### src/rtl/mips_pkg.sv
// Shared MIPS core definitions used by the multiply/divide unit.
//   mdu_op_t    : 3-bit MDU operation code (6-7 reserved, treated as no-op)
//   mdu_state_t : MDU sequencer states
//   MDU_ITER    : iterations per multiply/divide
package mips_pkg;

  typedef enum logic [2:0] {
    MULT  = 3'd0,
    MULTU = 3'd1,
    DIV   = 3'd2,
    DIVU  = 3'd3,
    MTHI  = 3'd4,
    MTLO  = 3'd5
  } mdu_op_t;

  typedef enum logic [1:0] {
    IDLE = 2'd0,
    CALC = 2'd1,
    FIX  = 2'd2
  } mdu_state_t;

  localparam int MDU_ITER = 32;

endpackage

### src/rtl/mul_div_unit.sv
// Iterative multiply/divide unit with architectural HI/LO registers.
// MULT/MULTU/DIV/DIVU take 33 cycles from accept to result; MTHI/MTLO
// complete on the accept edge.
// Ports:
//   clk, rst_n   : clock, async active-low reset
//   start, op    : request strobe and operation (accepted in IDLE only)
//   a, b         : rs / rt operands, sampled on the accept edge
//   flush        : synchronous cancel of an in-flight operation
//   busy, done   : iterative op in progress / one-cycle completion pulse
//   hi, lo       : HI and LO registers
module mul_div_unit
  import mips_pkg::*;
#(
  parameter int WIDTH = 32
) (
  input  logic             clk,
  input  logic             rst_n,
  input  logic             start,
  input  mdu_op_t          op,
  input  logic [WIDTH-1:0] a,
  input  logic [WIDTH-1:0] b,
  input  logic             flush,
  output logic             busy,
  output logic             done,
  output logic [WIDTH-1:0] hi,
  output logic [WIDTH-1:0] lo
);

  localparam int CW = $clog2(MDU_ITER);
  localparam logic [CW-1:0] LAST = CW'(MDU_ITER - 1);

  mdu_state_t         state_q, state_d;
  logic [CW-1:0]      cnt_q, cnt_d;
  logic [2*WIDTH-1:0] acc_q, acc_d;   // {hi-part, lo-part} working register
  logic [WIDTH-1:0]   mb_q, mb_d;     // magnitude of b
  logic [WIDTH-1:0]   a_q, a_d;       // raw dividend, needed for div-by-zero
  logic               is_div_q, is_div_d;
  logic               neg_q, neg_d;   // result (product / quotient) sign
  logic               negr_q, negr_d; // remainder sign = dividend sign
  logic               dz_q, dz_d;
  logic [WIDTH-1:0]   hi_q, hi_d, lo_q, lo_d;
  logic               busy_q, busy_d, done_q, done_d;

  // Operand conditioning at accept time.
  logic             sgn_op, a_neg, b_neg;
  logic [WIDTH-1:0] mag_a, mag_b;

  assign sgn_op = (op == MULT) || (op == DIV);
  assign a_neg  = sgn_op & a[WIDTH-1];
  assign b_neg  = sgn_op & b[WIDTH-1];
  assign mag_a  = a_neg ? (~a + 1'b1) : a;
  assign mag_b  = b_neg ? (~b + 1'b1) : b;

  // Shared adder/subtractor. Multiply adds b into the upper half when the
  // current multiplier bit is set; divide subtracts b from the shifted
  // partial remainder. The top bit of alu is the "no borrow" flag on divide.
  logic [WIDTH:0]     rem_sh, lhs, rhs;
  logic [WIDTH+1:0]   alu;
  logic [2*WIDTH-1:0] iter_nx;

  always_comb begin
    rem_sh = {acc_q[2*WIDTH-1:WIDTH], acc_q[WIDTH-1]};
    lhs    = is_div_q ? rem_sh : {1'b0, acc_q[2*WIDTH-1:WIDTH]};
    rhs    = (is_div_q || acc_q[0]) ? {1'b0, mb_q} : '0;
    alu    = {1'b0, lhs} + {1'b0, (is_div_q ? ~rhs : rhs)} + (WIDTH+2)'(is_div_q);
    if (!is_div_q)
      iter_nx = {alu[WIDTH:0], acc_q[WIDTH-1:1]};
    else if (alu[WIDTH+1])
      iter_nx = {alu[WIDTH-1:0], acc_q[WIDTH-2:0], 1'b1};
    else
      iter_nx = {rem_sh[WIDTH-1:0], acc_q[WIDTH-2:0], 1'b0};
  end

  // Final sign correction.
  logic [2*WIDTH-1:0] prod;
  logic [WIDTH-1:0]   quo, rem;

  assign prod = neg_q  ? (~acc_q + 1'b1) : acc_q;
  assign quo  = neg_q  ? (~acc_q[WIDTH-1:0] + 1'b1) : acc_q[WIDTH-1:0];
  assign rem  = negr_q ? (~acc_q[2*WIDTH-1:WIDTH] + 1'b1) : acc_q[2*WIDTH-1:WIDTH];

  always_comb begin
    state_d  = state_q;
    cnt_d    = cnt_q;
    acc_d    = acc_q;
    mb_d     = mb_q;
    a_d      = a_q;
    is_div_d = is_div_q;
    neg_d    = neg_q;
    negr_d   = negr_q;
    dz_d     = dz_q;
    hi_d     = hi_q;
    lo_d     = lo_q;
    busy_d   = busy_q;
    done_d   = 1'b0;
    unique case (state_q)
      IDLE: begin
        // flush wins over a same-edge start
        if (start && !flush) begin
          case (op)
            MTHI: hi_d = a;
            MTLO: lo_d = a;
            MULT, MULTU, DIV, DIVU: begin
              acc_d    = {{WIDTH{1'b0}}, mag_a};
              mb_d     = mag_b;
              a_d      = a;
              is_div_d = (op == DIV) || (op == DIVU);
              neg_d    = a_neg ^ b_neg;
              negr_d   = a_neg;
              dz_d     = (b == '0);
              cnt_d    = '0;
              busy_d   = 1'b1;
              state_d  = CALC;
            end
            default: ;
          endcase
        end
      end
      CALC: begin
        if (flush) begin
          busy_d  = 1'b0;
          state_d = IDLE;
        end else begin
          acc_d = iter_nx;
          cnt_d = cnt_q + 1'b1;
          if (cnt_q == LAST) state_d = FIX;
        end
      end
      FIX: begin
        busy_d  = 1'b0;
        state_d = IDLE;
        if (!flush) begin
          done_d = 1'b1;
          if (!is_div_q) begin
            hi_d = prod[2*WIDTH-1:WIDTH];
            lo_d = prod[WIDTH-1:0];
          end else if (dz_q) begin
            hi_d = a_q;
            lo_d = '1;
          end else begin
            hi_d = rem;
            lo_d = quo;
          end
        end
      end
      default: begin
        busy_d  = 1'b0;
        state_d = IDLE;
      end
    endcase
  end

  always_ff @(posedge clk or negedge rst_n) begin
    if (!rst_n) begin
      state_q  <= IDLE;
      cnt_q    <= '0;
      acc_q    <= '0;
      mb_q     <= '0;
      a_q      <= '0;
      is_div_q <= 1'b0;
      neg_q    <= 1'b0;
      negr_q   <= 1'b0;
      dz_q     <= 1'b0;
      hi_q     <= '0;
      lo_q     <= '0;
      busy_q   <= 1'b0;
      done_q   <= 1'b0;
    end else begin
      state_q  <= state_d;
      cnt_q    <= cnt_d;
      acc_q    <= acc_d;
      mb_q     <= mb_d;
      a_q      <= a_d;
      is_div_q <= is_div_d;
      neg_q    <= neg_d;
      negr_q   <= negr_d;
      dz_q     <= dz_d;
      hi_q     <= hi_d;
      lo_q     <= lo_d;
      busy_q   <= busy_d;
      done_q   <= done_d;
    end
  end

  assign busy = busy_q;
  assign done = done_q;
  assign hi   = hi_q;
  assign lo   = lo_q;

endmodule

### config.mk
export PLATFORM = sky130hd
export DESIGN_NAME = mul_div_unit
export DESIGN_NICKNAME = d
export VERILOG_FILES = /design/src/rtl/mips_pkg.sv /design/src/rtl/mul_div_unit.sv
export SDC_FILE = /design/constraint.sdc
export NUM_CORES = 1
export LEC_CHECK = 0
export CAP_MARGIN = 10
export CORE_MARGIN = 2
export CORE_UTILIZATION = 50
export DETAILED_ROUTE_END_ITERATION = 8
export PLACE_DENSITY_LB_ADDON = 0.2
export REMOVE_ABC_BUFFERS = 1
export SLEW_MARGIN = 10
export SYNTH_ARGS = -nofsm -noshare
export SYNTH_HDL_FRONTEND = slang
export SYNTH_SLANG_ARGS = --single-unit
### constraint.sdc
create_clock -name clk -period 12.8 [get_ports clk]
set_input_delay 2.56 -clock clk [delete_from_list [all_inputs] [get_ports clk]]
set_output_delay 2.56 -clock clk [all_outputs]
set_load 0.02 [all_outputs]
==> run metrics <==
die footprint=33000 um^2; critical path capture point type=register; fmax=168 MHz; Post-Syn Instances=2040; # IOs=137; Psw=1.57 mW; HPWL Detailed=35100 um; global-route wire length before repair=78400 um; setup repair bufs after CTS=0; CP startpoint kind=register; largest net degree at the start of global routing=89; Finished Core Util=0.573; gr usage total=0.294; total congestion overflow=0; Area Overhead vs Synth=13.7%; Most used DFF post-synth=dfrtp_1; drt drc=0; sequential share of power=0.316; Synth area leader=dfrtp_1; layout net count=2164; final worst path period need=5950 ps; core area=31300 um^2; power share of the clock group=0.191; Arr. time, crit path=6360 ps; Max FO, Critical Path=88; Num Clock Sinks=205; PwrDens=193 nW/um^2; CTS Buf Count=24; RePlAce Congestion=0.965; synth warn=0; Worst Setup Path Type=reg2reg; Final Hold Viols=0; skew final=17.4 ps; worst skew pair latency=540 ps; drt pass-1 iters=6; Post-DRT Antenna Nets=0; vias in the first global route=14500; # H-tree levels=1; Routed WL=49100 um; power share of the combinational group=0.493; sequential-to-total area share from yosys stat=0.325; Root Buffer=clkbuf_16; Synth area leaders=dfrtp_1, o21ai_0, nand2_1; P_int=1.90 mW; RSZ-0062 raised after global routing=no; Lkg Pwr=7.31 nW; ys async rst share=1.00; Filler Cells Inserted=2960; required time worst endpoint=13220 ps; #FFs+latches synth=205; Syn Std Cell Area=15800 um^2; setup TNS=0 ps; share of the synthesized area in the top cell type=0.325; clock slew at reported path FFs=60 ps; share of cells above drive strength 1=0.0623; status=complete, no violations; final setup fails=0; period utilization=0.465; TritonCTS clock tree=built; Yosys cell types=81; Slew Limit Fails=0; Max-slew headroom=0.324; WL/cell=19.8 um; vias=15200; maximum buffer depth of the clock tree=3; Syn Area/Cell=7.73 um^2; Post-synth EDFFs=0; effective utilization at floorplan=0.504; Post-CTS Resized=0; VDD IR-drop max=114 uV; initial antenna violation count=1; hold_buf cts=0; number of I/O port buffers=136; Die Ht=182 um; Sw Ratio=0.453; ANT cells=0; max_cap viols=0; Hold Path Class=reg2reg; initial drt markers=1342; Die Wd=182 um; row cnt=65; Slew @ Worst Pin=1010 ps; Vias/cell=6.14
-- power by group through the flow --
stage	Combinational (mW)	Sequential, mW	Clock, mW
4_1_cts	1.69	1.08	0.672
3_3_place_gp	1.67	1.09	0
6_report	1.71	1.09	0.663
5_1_grt	1.88	1.12	0.695
2_1_floorplan	1.13	1.07	0
3_5_place_dp	1.68	1.09	0
-- Yosys cell counts (31+ instances only) --
master    number
mux2_2        31
xor2_1        78
nand3_1       39
clkbuf_1     147
nand2_1      383
mux2i_1       50
a21oi_1      112
o22ai_1       41
nor3_1        35
dfrtp_1      205
ha_1          37
o21ai_0      292
xnor2_1       93
nor2_1       111
-- area by class of cell --
cell class | count | area [um^2] | area share
multi-input combinational | 1639 | 9920 | 0.553
sequential | 205 | 5140 | 0.286
timing repair buffer | 158 | 1530 | 0.0853
clock buffer | 35 | 713 | 0.0398
tap | 402 | 503 | 0.0280
inverter | 27 | 101 | 0.00565
clock inverter | 6 | 35.0 | 0.00195
-- worst paths after layout --
kind / startpoint / slack, ps / endpoint / cells past startpoint
max: is_div_q$_DFFE_PN0P_ / 6850 / acc_q[58]$_DFFE_PN0P_ / 12
min: lo[6]$_DFFE_PN0P_ / 470 / lo[6]$_DFFE_PN0P_ / 2
max reg2reg: is_div_q$_DFFE_PN0P_ / 6850 / acc_q[58]$_DFFE_PN0P_ / 12
min reg2reg: lo[6]$_DFFE_PN0P_ / 470 / lo[6]$_DFFE_PN0P_ / 2
max in group asynchronous: rst_n / 8640 / a_q[31]$_DFFE_PN0P_ / 3
min in group asynchronous: rst_n / 2010 / lo[5]$_DFFE_PN0P_ / 1
-- placed cells by master (no fill, tap or decap), types with 19 or more instances in the layout --
master,instances
nand2_1,382
o21ai_0,292
dfrtp_1,202
clkdlybuf4s50_1,135
a21oi_1,112
nor2_1,108
xnor2_1,93
xor2_1,78
mux2i_1,50
o22ai_1,41
nand3_1,39
ha_1,37
nor3_1,35
mux2_2,31
o31ai_1,30
nor4_1,26
inv_1,25
clkbuf_16,25
buf_4,22
or3_1,19
-- flip-flops by register name (all words and copies together) (netlist names) --
register  flops
is_div_q      1
cnt_q         5
neg_q         1
a_q          32
state_q       2
mb_q         32
acc_q        64
busy          1
done          1
dz_q          1
negr_q        1
hi           32
lo           32
-- metal layers --
metal	vias up	global-route usage	share of wire
met5	-	0	0
met3	120	0.0379	0.056
li1	7293	-	-
met4	0	0.120	0.041
met2	541	0.489	0.46
met1	7225	0.389	0.44
-- cell families (layout without fill, tap and decap cells) --
group	count (synthesis)	after routing	synth area share
AOI/OAI and AO/OA	630	630	0.239
xor gates and xnor gates	171	171	0.0949
adders and majority gates	38	38	0.0306
DFF	205	205	0.325
and+or+nand+nor	719	719	0.207
muxes	81	81	0.0538
buffers and inverters	196	226	0.0493
-- per-stage QoR --
| stage | worst slack [ps] | total power, mW | instances | hold WS [ps] | area, um^2 |
|---|---|---|---|---|---|
| floorplan | 4080 | 2.21 | 1871 | 439 | 15100 |
| global placement | 6990 | 2.75 | 2431 | 455 | 17200 |
| detailed placement | 6930 | 2.78 | 2431 | 464 | 17200 |
| CTS | 6950 | 3.45 | 2472 | 482 | 17900 |
| global route | 6520 | 3.70 | 2472 | 500 | 17900 |
| finish | 6850 | 3.46 | 2472 | 473 | 17900 |
-- critical path, cell delays in order, from the launching register on --
cell,delay [ps]
dfrtp_4,930
buf_4,810
inv_2,440
o21ai_0,290
ha_1,280
and4_1,260
nand4_1,120
o21bai_1,230
a31oi_1,700
a31o_2,550
nand2_1,540
a21o_1,340
a32o_1,250
Power figures use the tool's default switching activity.
